===== src/rtl/test_74hc595_pkg.sv =====
// Shared types and defaults for the 74HC595 demo driver.
// Latency: n/a (declarations only).
// Backpressure: n/a.
package test_74hc595_pkg;

  localparam int CLK_HZ              = 50_000_000;
  localparam int DEF_DEBOUNCE_CYCLES = 1_000_000;  // 20 ms at CLK_HZ
  localparam int DEF_SCLK_DIV        = 25;         // 1 MHz serial clock at CLK_HZ

  typedef enum logic [1:0] {
    LOAD     = 2'd0,
    SHIFT_LO = 2'd1,
    SHIFT_HI = 2'd2,
    LATCH    = 2'd3
  } state_t;

  // Counter width able to hold 0..n-1; never narrower than one bit.
  function automatic int cnt_w(input int n);
    return (n > 1) ? $clog2(n) : 1;
  endfunction

endpackage


===== src/rtl/key_debounce.sv =====
// Synchronises and debounces an active-low key, emitting a one-cycle press pulse.
// Latency: press pulses DEBOUNCE_CYCLES+2 cycles after the key settles low.
// Backpressure: none; the pulse is fire-and-forget.
module key_debounce
  import test_74hc595_pkg::*;
#(
  parameter int DEBOUNCE_CYCLES = DEF_DEBOUNCE_CYCLES
) (
  input  logic clk,
  input  logic rst,
  input  logic key,
  output logic press
);

  localparam int              CW       = cnt_w(DEBOUNCE_CYCLES);
  localparam logic [CW-1:0]   CNT_LAST = CW'(DEBOUNCE_CYCLES - 1);

  logic [1:0]    sync_q, sync_d;
  logic          stable_q, stable_d;
  logic [CW-1:0] cnt_q, cnt_d;
  logic          press_q, press_d;

  // Accept a new level only after it has been seen on every one of DEBOUNCE_CYCLES cycles.
  always_comb begin
    sync_d   = {sync_q[0], key};
    stable_d = stable_q;
    cnt_d    = '0;
    if (sync_q[1] != stable_q) begin
      if (cnt_q == CNT_LAST) begin
        stable_d = sync_q[1];
      end else begin
        cnt_d = cnt_q + CW'(1);
      end
    end
    // Falling edge of the accepted level is a press; release is ignored.
    press_d = stable_q & ~stable_d;
  end

  // Synchroniser and stable level reset to the released (high) state.
  always_ff @(posedge clk or negedge rst) begin
    if (!rst) begin
      sync_q   <= 2'b11;
      stable_q <= 1'b1;
      cnt_q    <= '0;
      press_q  <= 1'b0;
    end else begin
      sync_q   <= sync_d;
      stable_q <= stable_d;
      cnt_q    <= cnt_d;
      press_q  <= press_d;
    end
  end

  assign press = press_q;

endmodule


===== config.mk =====
export PLATFORM = sky130hd
export DESIGN_NAME = key_debounce
export DESIGN_NICKNAME = d
export VERILOG_FILES = /design/src/rtl/test_74hc595_pkg.sv /design/src/rtl/key_debounce.sv
export SDC_FILE = /design/constraint.sdc
export NUM_CORES = 1
export LEC_CHECK = 0
export BUFFER_PORTS_ARGS = -buffer_cell sky130_fd_sc_hd__buf_2
export CAP_MARGIN = 40
export CORE_ASPECT_RATIO = 1.4
export CORE_MARGIN = 1
export CORE_UTILIZATION = 59
export DETAILED_ROUTE_END_ITERATION = 10
export PLACE_DENSITY_LB_ADDON = 0.1
export SLEW_MARGIN = 20
export SYNTH_ARGS = -nofsm -noshare
export SYNTH_HDL_FRONTEND = slang
export SYNTH_SLANG_ARGS = --single-unit

===== constraint.sdc =====
create_clock -name clk -period 2.28 [get_ports clk]
set_input_delay 0.114 -clock clk [delete_from_list [all_inputs] [get_ports clk]]
set_output_delay 0.114 -clock clk [all_outputs]
set_load 0.01 [all_outputs]

==> flow_summary.toml <==
[status]
outcome = "complete, no violations"

[power_and_ir_drop]
power_switching_share = 0.222
p_comb_frac = 0.040
p_switching_mw = 0.155
p_int_mw = 0.540
vdd_drop_max_uv = 508
leakage_nw = 0.479
p_total_mw = 0.695
clock_power_share = 0.327
p_seq_frac = 0.632
p_per_area_mw_per_mm2 = 566

[route]
via_count = 832
via_per_inst = 5.94
first_iter_violations = 10
met3WireLength_um = 39
drtAntennaViolNets = 0
wl_met2_um = 1120
drc = 0
met1_length_um = 902
drt_pass1_iterations = 5
wl_um = 2100
routed.top_layer = "met4"
routedWlPerCell_um = 15.0

[critical_path]
crit_buf_inv = 0
path_cells = "ha_1 > nand2_1 > or4_1 > or4_4 > a21oi_2"
r2r_slack_ns = 0.15
reg2reg_depth = 5
max_stage_delay_ns = 0.62
worstPathRequired_ns = 2.54
critPathTopFamily = "simple AND/OR/NAND/NOR gates"
rr_endpoint = "cnt_q[18]"
cp_max_fo = 8
cpMaxStageDelayCell = "or4_1"
endpoint_kind = "register"
worstSetupPathType = "register to register"
worstReg2RegStart = "cnt_q[0]"
startpoint = "cnt_q[0]"
cp-start-kind = "register"
arrival_ns = 2.39

[global_routing]
grt_usage = 0.227
antenna_found_initial = 0
gr-total-overflow = 0
grt_max_degree = 25
grt_pass1_wl_um = 3190
first_global_vias = 786

[die]
coreArea_mm2 = 0.00180
dieArea_mm2 = 0.00212
start_util = 0.635
die_x_um = 39.2
rows = 18
ios = 4
die_y_um = 54.1

[finish]
syn2layout_area_growth_pct = 7.21
diodes = 0
final_common_cell = "dfrtp_1"
fin_cells = 140
multi_input_area_um2 = 497
num-nets-final = 125
final-seq-area_um2 = 604
drive_gt1_frac = 0.142
final_cell_mix = "dfrtp_1, nor2_1, nand3_1"
fill_cells = 145

[logic_synthesis]
synth_edf_count = 0
syn_inst = 115
synth_flop_cell = "dfrtp_1"
synth_area_per_cell_um2 = 9.96
synth_cell_type_count = 29
yosysWarnings = 0
synth_nets = 119
ys_ff_latch = 24
syn_area_mm2 = 0.00114
yosysSeqAreaShare = 0.528
async_flop_share = 1.00

[cts]
clkSinkCount = 24
cts_max_level = 1
clockBufferDepth = 2
cts_hold_buf = 2
numCtsBuffers = 3
cts_root_buf = "clkbuf_4"
cts_tree = "done"
cts.repair.resized = 0
cts_setup_buffers = 0
clkLatencyLatePin_ns = 0.32
clk_pin_slew_ns = 0.13

[sta]
fmax_ghz = 0.469
slew_headroom = 0.658
whs_ns = 0.278
tns_ns = 0
report.final.slew_viol_count = 0
timing_hold_violations_final = 0
final-setup-viol-count = 0
period_needed_ns = 2.13
period_share = 0.935
clock_skew_ns = 0.00142
rsz0062_at_grt = "no"
max_slew.worst_pin.slew_ns = 0.514

[placement]
port_buffers = 3
place_congestion = 0.741
dp_hpwl_um = 1430
place_inst = 134

[min_path]
hp-class = "primary input to async pin"

[flow_run]
max-cap-violations = 0
[power by group through the flow]
stage          Clock, mW  Sequential, mW  Combinational [mW]
2_1_floorplan          0           0.446              0.0125
3_3_place_gp           0           0.447              0.0250
3_5_place_dp           0           0.448              0.0257
4_1_cts            0.228           0.440              0.0285
5_1_grt            0.244           0.441              0.0320
6_report           0.227           0.440              0.0280
[state kept, by name, summed over array words and instances (netlist names)]
register,count
sync_q,2
stable_q,1
cnt_q,20
press,1
[Yosys cell counts (all sizes together) (2+ instances only)]
master | instances | area [um2]
dfrtp | 21 | 526
nor2 | 15 | 56.3
nand3 | 9 | 50.1
a21oi | 8 | 43.8
inv | 6 | 22.5
o21ai | 6 | 30.0
xnor2 | 6 | 52.6
or3 | 5 | 31.3
or4 | 5 | 41.3
xor2 | 5 | 43.8
nand2 | 4 | 15.0
clkbuf | 3 | 11.3
dfstp | 3 | 78.8
o31ai | 3 | 22.5
buf | 2 | 10.0
nand4 | 2 | 12.5
nand4bb | 2 | 22.5
nor3 | 2 | 10.0
nor4 | 2 | 12.5
[kinds of logic after synthesis]
group,synth area share
AOI/OAI and AO/OA,0.0841
xor gates and xnor gates,0.0842
adders and majority gates,0.0109
buffers and inverters,0.0382
DFF,0.528
muxes,0.00984
and+or+nand+nor,0.245
[worst register-to-register path, cell delays in order, from the launching register on]
cell and delay [ns]:
dfrtp_1 0.44, ha_1 0.24, nand2_1 0.11, or4_1 0.62
or4_4 0.52, a21oi_2 0.15
[cell type report]
cell class,count,share of cell area
inverter,6,0.0183
sequential,24,0.492
clock buffer,4,0.0296
timing repair buffer,6,0.0347
tap,20,0.0204
multi-input combinational,80,0.405
[worst max path at each step]
| stage | to | cells after the start |
|---|---|---|
| CTS | cnt_q[18] | 5 |
| detailed placement | cnt_q[18] | 5 |
| global route | cnt_q[18] | 5 |
| finish | cnt_q[18] | 5 |
| global placement | cnt_q[18] | 5 |
| floorplan | cnt_q[18] | 6 |
[routing by layer]
metal,up-vias,GRT usage
met5,-,0
met4,0,0.121
met3,6,0.0248
met2,11,0.422
met1,403,0.240
li1,412,-
[through the flow]
step / setup slack (ns) / utilization / area (um2)
after floorplan: 0.292 / - / 1140
after global placement: 0.260 / 0.650 / 1170
after detailed placement: 0.170 / 0.650 / 1170
after CTS: 0.140 / 0.681 / 1230
after global routing: 0.0387 / 0.681 / 1230
final: 0.148 / 0.681 / 1230
Note: power is estimated with default switching activity, not from simulation.
